## config.mk

```make
export PLATFORM = sky130hd
export DESIGN_NAME = hazard_stall_ctrl
export DESIGN_NICKNAME = d
export VERILOG_FILES = /design/src/rtl/hazard_stall_ctrl_pkg.sv /design/src/rtl/hazard_stall_ctrl_md_busy_tracker.sv /design/src/rtl/hazard_stall_ctrl.sv
export SDC_FILE = /design/constraint.sdc
export NUM_CORES = 1
export LEC_CHECK = 0
export CORE_UTILIZATION = 62
export DETAILED_ROUTE_END_ITERATION = 8
export DONT_BUFFER_PORTS = 1
export PLACE_DENSITY_LB_ADDON = 0.08
export REMOVE_ABC_BUFFERS = 1
export SLEW_MARGIN = 20
export SYNTH_ARGS = -nofsm -noshare
export SYNTH_HDL_FRONTEND = slang
export SYNTH_SLANG_ARGS = --single-unit
```

## constraint.sdc

```tcl
create_clock -name clk -period 6.1 [get_ports clk]
set_clock_uncertainty 0.1 [all_clocks]
set_input_delay 1.22 -clock clk [delete_from_list [all_inputs] [get_ports clk]]
set_output_delay 1.22 -clock clk [all_outputs]
set_load 0.03 [all_outputs]
```

## src/rtl/hazard_stall_ctrl_pkg.sv

```systemverilog
// rtl/hazard_stall_ctrl_pkg.sv - shared widths, encodings and hazard compare helper
package hazard_stall_ctrl_pkg;

  localparam int T_W = 2;
  typedef logic [T_W-1:0] t_cnt_t;

  localparam t_cnt_t TUSE_NONE  = 2'd3;
  localparam t_cnt_t TNEW_READY = 2'd0;

  localparam int MULT_CYCLES_DEF = 5;
  localparam int DIV_CYCLES_DEF  = 10;
  localparam int MD_CNT_W        = 4;

  localparam logic [4:0] REG_ZERO = 5'd0;

  // One producer/consumer pair: stall only if the value cannot be forwarded in time.
  function automatic logic reg_hazard(input logic [4:0] src, input t_cnt_t tuse,
                                      input logic [4:0] a3, input t_cnt_t tnew);
    return (src != REG_ZERO) && (src == a3) && (tuse != TUSE_NONE) &&
           (tnew != TNEW_READY) && (tnew > tuse);
  endfunction

endpackage

```

## src/rtl/hazard_stall_ctrl_md_busy_tracker.sv

```systemverilog
// rtl/hazard_stall_ctrl_md_busy_tracker.sv - mult/div busy countdown
module hazard_stall_ctrl_md_busy_tracker
  import hazard_stall_ctrl_pkg::*;
#(
  parameter int MULT_CYCLES = MULT_CYCLES_DEF,
  parameter int DIV_CYCLES  = DIV_CYCLES_DEF
) (
  input  logic clk,
  input  logic reset,
  input  logic md_start_E,
  input  logic md_is_div_E,
  output logic md_busy
);

  localparam logic [MD_CNT_W-1:0] LP_MULT = MD_CNT_W'(MULT_CYCLES);
  localparam logic [MD_CNT_W-1:0] LP_DIV  = MD_CNT_W'(DIV_CYCLES);

  logic [MD_CNT_W-1:0] r_md_cnt;

  // A start while already counting is ignored; the running count keeps draining.
  always_ff @(posedge clk or negedge reset) begin
    if (!reset) begin
      r_md_cnt <= '0;
    end else if (md_start_E && (r_md_cnt == '0)) begin
      r_md_cnt <= md_is_div_E ? LP_DIV : LP_MULT;
    end else if (r_md_cnt != '0) begin
      r_md_cnt <= r_md_cnt - MD_CNT_W'(1);
    end
  end

  assign md_busy = md_start_E | (r_md_cnt != '0);

endmodule

```

## src/rtl/hazard_stall_ctrl.sv

```systemverilog
// rtl/hazard_stall_ctrl.sv - pipeline stall/flush decision and stall-cycle counter
module hazard_stall_ctrl
  import hazard_stall_ctrl_pkg::*;
#(
  parameter int MULT_CYCLES = MULT_CYCLES_DEF,
  parameter int DIV_CYCLES  = DIV_CYCLES_DEF,
  parameter int CNT_W       = 32
) (
  input  logic             clk,
  input  logic             reset,
  input  logic [4:0]       rs_D,
  input  logic [4:0]       rt_D,
  input  logic [1:0]       Tuse_rs_D,
  input  logic [1:0]       Tuse_rt_D,
  input  logic [4:0]       A3_E,
  input  logic [1:0]       Tnew_E,
  input  logic [4:0]       A3_M,
  input  logic [1:0]       Tnew_M,
  input  logic             md_start_E,
  input  logic             md_is_div_E,
  input  logic             md_use_D,
  output logic             EN_F,
  output logic             EN_D,
  output logic             flush_E,
  output logic             md_busy,
  output logic [CNT_W-1:0] stall_cycles
);

  logic w_stall_rs;
  logic w_stall_rt;
  logic w_md_stall;
  logic w_stall;
  logic [CNT_W-1:0] r_stall_cycles;

  hazard_stall_ctrl_md_busy_tracker #(
    .MULT_CYCLES(MULT_CYCLES),
    .DIV_CYCLES (DIV_CYCLES)
  ) u_md_busy (
    .clk        (clk),
    .reset      (reset),
    .md_start_E (md_start_E),
    .md_is_div_E(md_is_div_E),
    .md_busy    (md_busy)
  );

  // E and M matches are ORed; either one alone is enough to hold D.
  assign w_stall_rs = reg_hazard(rs_D, Tuse_rs_D, A3_E, Tnew_E) |
                      reg_hazard(rs_D, Tuse_rs_D, A3_M, Tnew_M);
  assign w_stall_rt = reg_hazard(rt_D, Tuse_rt_D, A3_E, Tnew_E) |
                      reg_hazard(rt_D, Tuse_rt_D, A3_M, Tnew_M);
  assign w_md_stall = md_use_D & md_busy;
  assign w_stall    = w_stall_rs | w_stall_rt | w_md_stall;

  assign EN_F    = ~w_stall;
  assign EN_D    = ~w_stall;
  assign flush_E = w_stall;

  always_ff @(posedge clk or negedge reset) begin
    if (!reset) begin
      r_stall_cycles <= '0;
    end else if (w_stall && (r_stall_cycles != {CNT_W{1'b1}})) begin
      r_stall_cycles <= r_stall_cycles + CNT_W'(1);
    end
  end

  assign stall_cycles = r_stall_cycles;

endmodule

```

==> Word level (Yosys, flattened, before mapping) <==
Cells that the tools add are included.
{ "classes": {"add_sub_neg": 2, "order_cmp": 4, "eq_ne": 7, "muxes": 3, "bitwise": 7, "reduce_logical": 25} }
{ "ops": {"columns": ["op", "count"], "rows": [
  ["$add A32 B1 Y32 const B", 1],
  ["$ne A32 B32 Y1 const B", 1],
  ["$eq A5 B5 Y1", 4],
  ["$logic_and A1 B1 Y1", 18],
  ["$mux W4", 3],
  ["$reduce_bool A5 Y1", 2],
  ["$gt A2 B2 Y1", 4],
  ["$reduce_bool A2 Y1", 3],
  ["$or A1 B1 Y1", 5],
  ["$logic_not A4 Y1", 1],
  ["$ne A2 B2 Y1 const B", 2],
  ["$reduce_bool A4 Y1", 1],
  ["$sub A4 B1 Y4 const B", 1],
  ["$and A1 B1 Y1", 1],
  ["$not A1 Y1", 1]
]} }
{ "totals": {"register_bits": 36} }

==> Depth between registers and ports, before layout <==
{ "depth": {"ltp_word": 9, "ltp_mapped": 9} }

==> Cells and area by module <==
From an unflattened synthesis, not the netlist that was laid out.
{ "hier_totals": {"cells_unflattened": 230, "hier_area_um2": 2337.2} }
{ "modules_own_cells": {"columns": ["mod", "n_inst", "cells_per_inst", "area_per_inst_um2"], "rows": [
  ["hazard_stall_ctrl", 1, 208, 2095.8],
  ["hazard_stall_ctrl_md_busy_tracker", 1, 22, 241.5]
]} }

==> Worst setup path before layout <==
No wires, ideal clock.
{ "synth_timing": {"path_type": "input-to-output", "start": "in Tuse_rs_D[1]", "end": "out EN_F", "arrival_ns": 2.949, "setup_slack_ns": 1.831, "stages": 8, "path_cell_list": "inv_1 > ha_1 > nor2b_1 > o211ai_1 > o22ai_1 > a222oi_1 > buf_2 > buf_4"} }
{ "synth_via": {"elab_chain_len": 8, "elab_cells_between_ends": 13, "cone_classes": "2 x order compare; 1 x eq/ne; 4 x bitwise; 6 x reduce/logical"} }
{ "synth_rtl": {"columns": ["element", "line", "source"], "rows": [
  ["start: declaration", "hazard_stall_ctrl.sv:13", "input logic [1:0] Tuse_rs_D,"],
  ["$ne A2 B2 Y1", "hazard_stall_ctrl_pkg.sv:19", "return (src != REG_ZERO) && (src == a3) && (tuse != TUSE_NONE) &&"],
  ["$logic_and A1 B1 Y1 (2 in a row)", "hazard_stall_ctrl_pkg.sv:19", null],
  ["$logic_and A1 B1 Y1", "hazard_stall_ctrl_pkg.sv:20", "(tnew != TNEW_READY) && (tnew > tuse);"],
  ["$or A1 B1 Y1 *", "hazard_stall_ctrl.sv:47", "assign w_stall_rs = reg_hazard(rs_D, Tuse_rs_D, A3_E, Tnew_E) |"],
  ["$or A1 B1 Y1 * (2 in a row)", "hazard_stall_ctrl.sv:52", "assign w_stall = w_stall_rs | w_stall_rt | w_md_stall;"],
  ["$not A1 Y1 *", null, null],
  ["end: declaration", "hazard_stall_ctrl.sv:22", "output logic EN_F,"]
]} }
Every way passes the cells marked *; elsewhere a longest branch is shown, timed or not.

==> Worst setup path after layout <==
{ "layout_timing": {"start": "in Tuse_rs_D[1]", "end": "out flush_E"} }
{ "layout_via": {"elab_chain_len": 7, "elab_cells_between_ends": 12, "cone_classes": "2 x order compare; 1 x eq/ne; 3 x bitwise; 6 x reduce/logical"} }
{ "layout_rtl": {"columns": ["element", "line", "source"], "rows": [
  ["$ne A2 B2 Y1", "hazard_stall_ctrl_pkg.sv:19", null],
  ["$logic_and A1 B1 Y1 (2 in a row)", "hazard_stall_ctrl_pkg.sv:19", null],
  ["$logic_and A1 B1 Y1", "hazard_stall_ctrl_pkg.sv:20", null],
  ["$or A1 B1 Y1 *", "hazard_stall_ctrl.sv:47", null],
  ["$or A1 B1 Y1 * (2 in a row)", "hazard_stall_ctrl.sv:52", null],
  ["end: declaration", "hazard_stall_ctrl.sv:24", "output logic flush_E,"]
]} }
Marks and branches as above.

==> results.md <==
- PortBufs: 0
- Final Util: 70.6%
- Nets@finish: between 200 and 300
- Layout cells sized above 1: 5.31%
- Vias in the first global route: 1967
- Syn Area/Cell: 9.59 µm²
- Clk pin slew, worst setup/hold paths: roughly 0.06 ns
- Wirelength, routed: 5570 µm
- Final hold viol count: 0
- Synth Cell Area: approximately 0.0023 mm²
- First-pass GRT wire length: between 9000 and 10000 µm
- Die area: 0.00399 mm²
- CTS buffer count: 5
- Yosys cell types: 38
- CTS tree: done
- # setup viols final: 0
- Largest net degree at the start of global routing: 37
- Area Overhead vs Synth: 5.55%
- Critical path data arrival time: 2.92 ns
- Max_cap viols: 0
- Post-CTS sizing: 0
- Clock Sink Count: 36
- Post-CTS setup buffers: 0
- Initial Utilization: 66.9%
- DR vias/cell: 6.75
- Drt first pass iters: 4
- # rows: 21
- Root Driver: clkbuf_8
- Slew Viols, Final: 0
- Pwr dens: 322 mW/mm²
- Status: completed
- Internal power: ~0.45 mW
- CORE AREA: 0.00347 mm²
- Crit path kind: in -> out
- All-Layer GR Usage: 30.1%
- Required @ worst endpoint: 4.78 ns
- Power share of the sequential group: 55.2%
- Routed Antenna Nets: 0
- Tcrit/Tclk final: 69.6%
- Worst setup EP type: output port
- RSZ-0062 raised after global routing: false
- GR met2 Demand/Resource: between 50% and 60%
- P_leak: 1.05 nW
- Switching power total: 0.341 mW
- Slew @ Worst Pin: ~0.67 ns
- Post-CTS Hold Buffers: 0
- FMAX: around 0.24 GHz
- Post-synthesis sequential area ratio: 38.8%
- CP max FO: 33
- Clock Power Share: approximately a fifth
- Inserted Diodes: 0
- Busiest grt layer: met2
- Sw Share: 43.1%
- Dpl hpwl: ~4200 µm
- Layout Cells excl Fill: 291
- Grt met3 use: 7.79%
- Synth warn: 0
- Seq cells post-synth: 36
- Worst Setup Start Kind: input port
- Met1 global-route usage: 38.0%
- Violation count after the first detailed-routing iteration: 262
- Wire length per cell: about 19 µm
- Via count: 1965
- Initial antenna violation count: 0
- Logic gate share of total power: 24.6%
- VDD IR max: 0.196 mV
- Worst min-delay path class: reg -> reg
- RD Place Congestion: 0.890
- Clock Path Buffers: 2
- Gate Count Post-Synth: 242
- Reg2reg setup slack: 3.13 ns
- Rel. slew slack: between 50% and 60%
- Min cycle time layout: 4.24 ns
- DP Cell Count: 283
- Io pins: 69
- DRC Markers: 0
- Die Y: 63.2 µm
- GR Overflow Total: 0
- CTS H-tree depth: 2
- Die X: 63.2 µm
- Worst-Skew Late Latency: about 0.28 ns
-- worst paths after layout --
kind / from / end / depth (start not counted)
min reg2reg: u_md_busy.r_md_cnt[3] / u_md_busy.r_md_cnt[3] / 1
max: Tuse_rs_D[1] / flush_E / 8
min: u_md_busy.r_md_cnt[3] / u_md_busy.r_md_cnt[3] / 1
max in group asynchronous: reset / stall_cycles[0] / 0
min in group asynchronous: reset / stall_cycles[9] / 0
max reg2reg: stall_cycles[15] / stall_cycles[1] / 6
-- critical path, cell delays in order --
cell and delay [ns]:
inv_1 0.04, ha_1 0.30, nor2b_1 0.14, o211ai_1 0.17, o22ai_1 0.09, a222oi_1 0.31
buf_4 0.40, inv_1 0.24
-- area by class of cell --
type | instances | area, µm²
Multi-Input combinational cell | 191 | 1350
Inverter | 8 | 30.0
Clock buffer | 6 | 72.6
Sequential cell | 36 | 901
Timing Repair Buffer | 3 | 30.0
Fill cell | 280 | 1020
Clock inverter | 1 | 5.00
Tap cell | 46 | 57.6
-- power by group through the flow --
stage          clock (mW)  combinational (mW)  sequential, mW
3_3_place_gp            0               0.174           0.431
5_1_grt             0.173               0.216           0.445
4_1_cts             0.162               0.193           0.434
2_1_floorplan           0               0.146           0.419
3_5_place_dp            0               0.191           0.438
6_report            0.159               0.194           0.436
-- flip-flops by register name (all words and copies together) (netlist names) --
| name | count |
|---|---|
| stall_cycles | 32 |
| u_md_busy.r_md_cnt | 4 |
-- logic make-up after synthesis --
kind of cell,after synthesis,synth area share [%]
compound gates,21,6.63
xor+xnor,50,18.9
fa+ha+maj,11,5.93
buf+inv,15,2.86
flops,36,38.8
mux,2,0.916
simple gates,107,26.0
-- through the flow --
step | hold WS [ns] | setup TNS, ns | instance area [µm²] | setup slack [ns] | total power [mW]
3_5_place_dp | 0.415 | 0 | 2360 | 1.92 | 0.630
6_report | 0.430 | 0 | 2450 | 1.86 | 0.789
3_3_place_gp | 0.369 | 0 | 2360 | 1.96 | 0.605
4_1_cts | 0.427 | 0 | 2440 | 1.92 | 0.788
5_1_grt | 0.452 | 0 | 2450 | 1.69 | 0.834
2_1_floorplan | 0.348 | -1.86 | 2280 | -1.17 | 0.565
-- metal layers --
layer | routed length (µm) | up-vias
li1 | - | 877
met1 | 2150 | 960
met2 | 2830 | 111
met3 | 501 | 17
met4 | 95 | 0
met5 | 0 | -
-- placed cells by master (no fill, tap or decap), drive strengths merged, types with 3 or more instances in the layout --
master	synthesis	routed
ha	11	11
or4	4	4
o211ai	5	5
nor2	16	16
nor3	11	11
nand4	13	13
xor2	28	28
o21ai	3	3
clkbuf	1	6
nand3	14	14
dfrtp	36	36
buf	6	3
xnor2	22	22
nand2	14	14
nor2b	5	5
a2bb2oi	5	5
inv	8	8
nor4	13	13
-- Yosys cell counts --
library cell | count | area, µm²
xnor2_1 | 22 | 193
dfrtp_1 | 36 | 901
nor3_1 | 11 | 55.1
or3_1 | 2 | 12.5
mux2_1 | 1 | 11.3
nor4_4 | 1 | 21.3
and3_1 | 2 | 12.5
nor4_1 | 12 | 75.1
or2_2 | 1 | 6.26
o21a_1 | 1 | 7.51
and2_1 | 2 | 12.5
ha_1 | 11 | 138
mux2i_1 | 1 | 10.0
xor2_1 | 28 | 245
nand4_1 | 13 | 81.3
clkbuf_1 | 1 | 3.75
and4_1 | 2 | 17.5
o31ai_1 | 1 | 7.51
o22ai_1 | 2 | 12.5
buf_2 | 5 | 25.0
nand2b_1 | 2 | 12.5
nor4b_1 | 2 | 17.5
a21oi_1 | 1 | 5.00
or4_1 | 4 | 30.0
o211ai_1 | 5 | 37.5
nand3_1 | 14 | 70.1
nor3b_1 | 1 | 7.51
nand3b_1 | 1 | 7.51
a22oi_1 | 2 | 15.0
or4b_2 | 2 | 20.0
nand2_1 | 14 | 52.6
a2bb2oi_1 | 5 | 43.8
nor2_1 | 16 | 60.1
a222oi_1 | 1 | 10.0
buf_4 | 1 | 7.51
inv_1 | 8 | 30.0
o21ai_0 | 3 | 15.0
nor2b_1 | 5 | 31.3
Note: power is estimated with default switching activity, not from simulation.
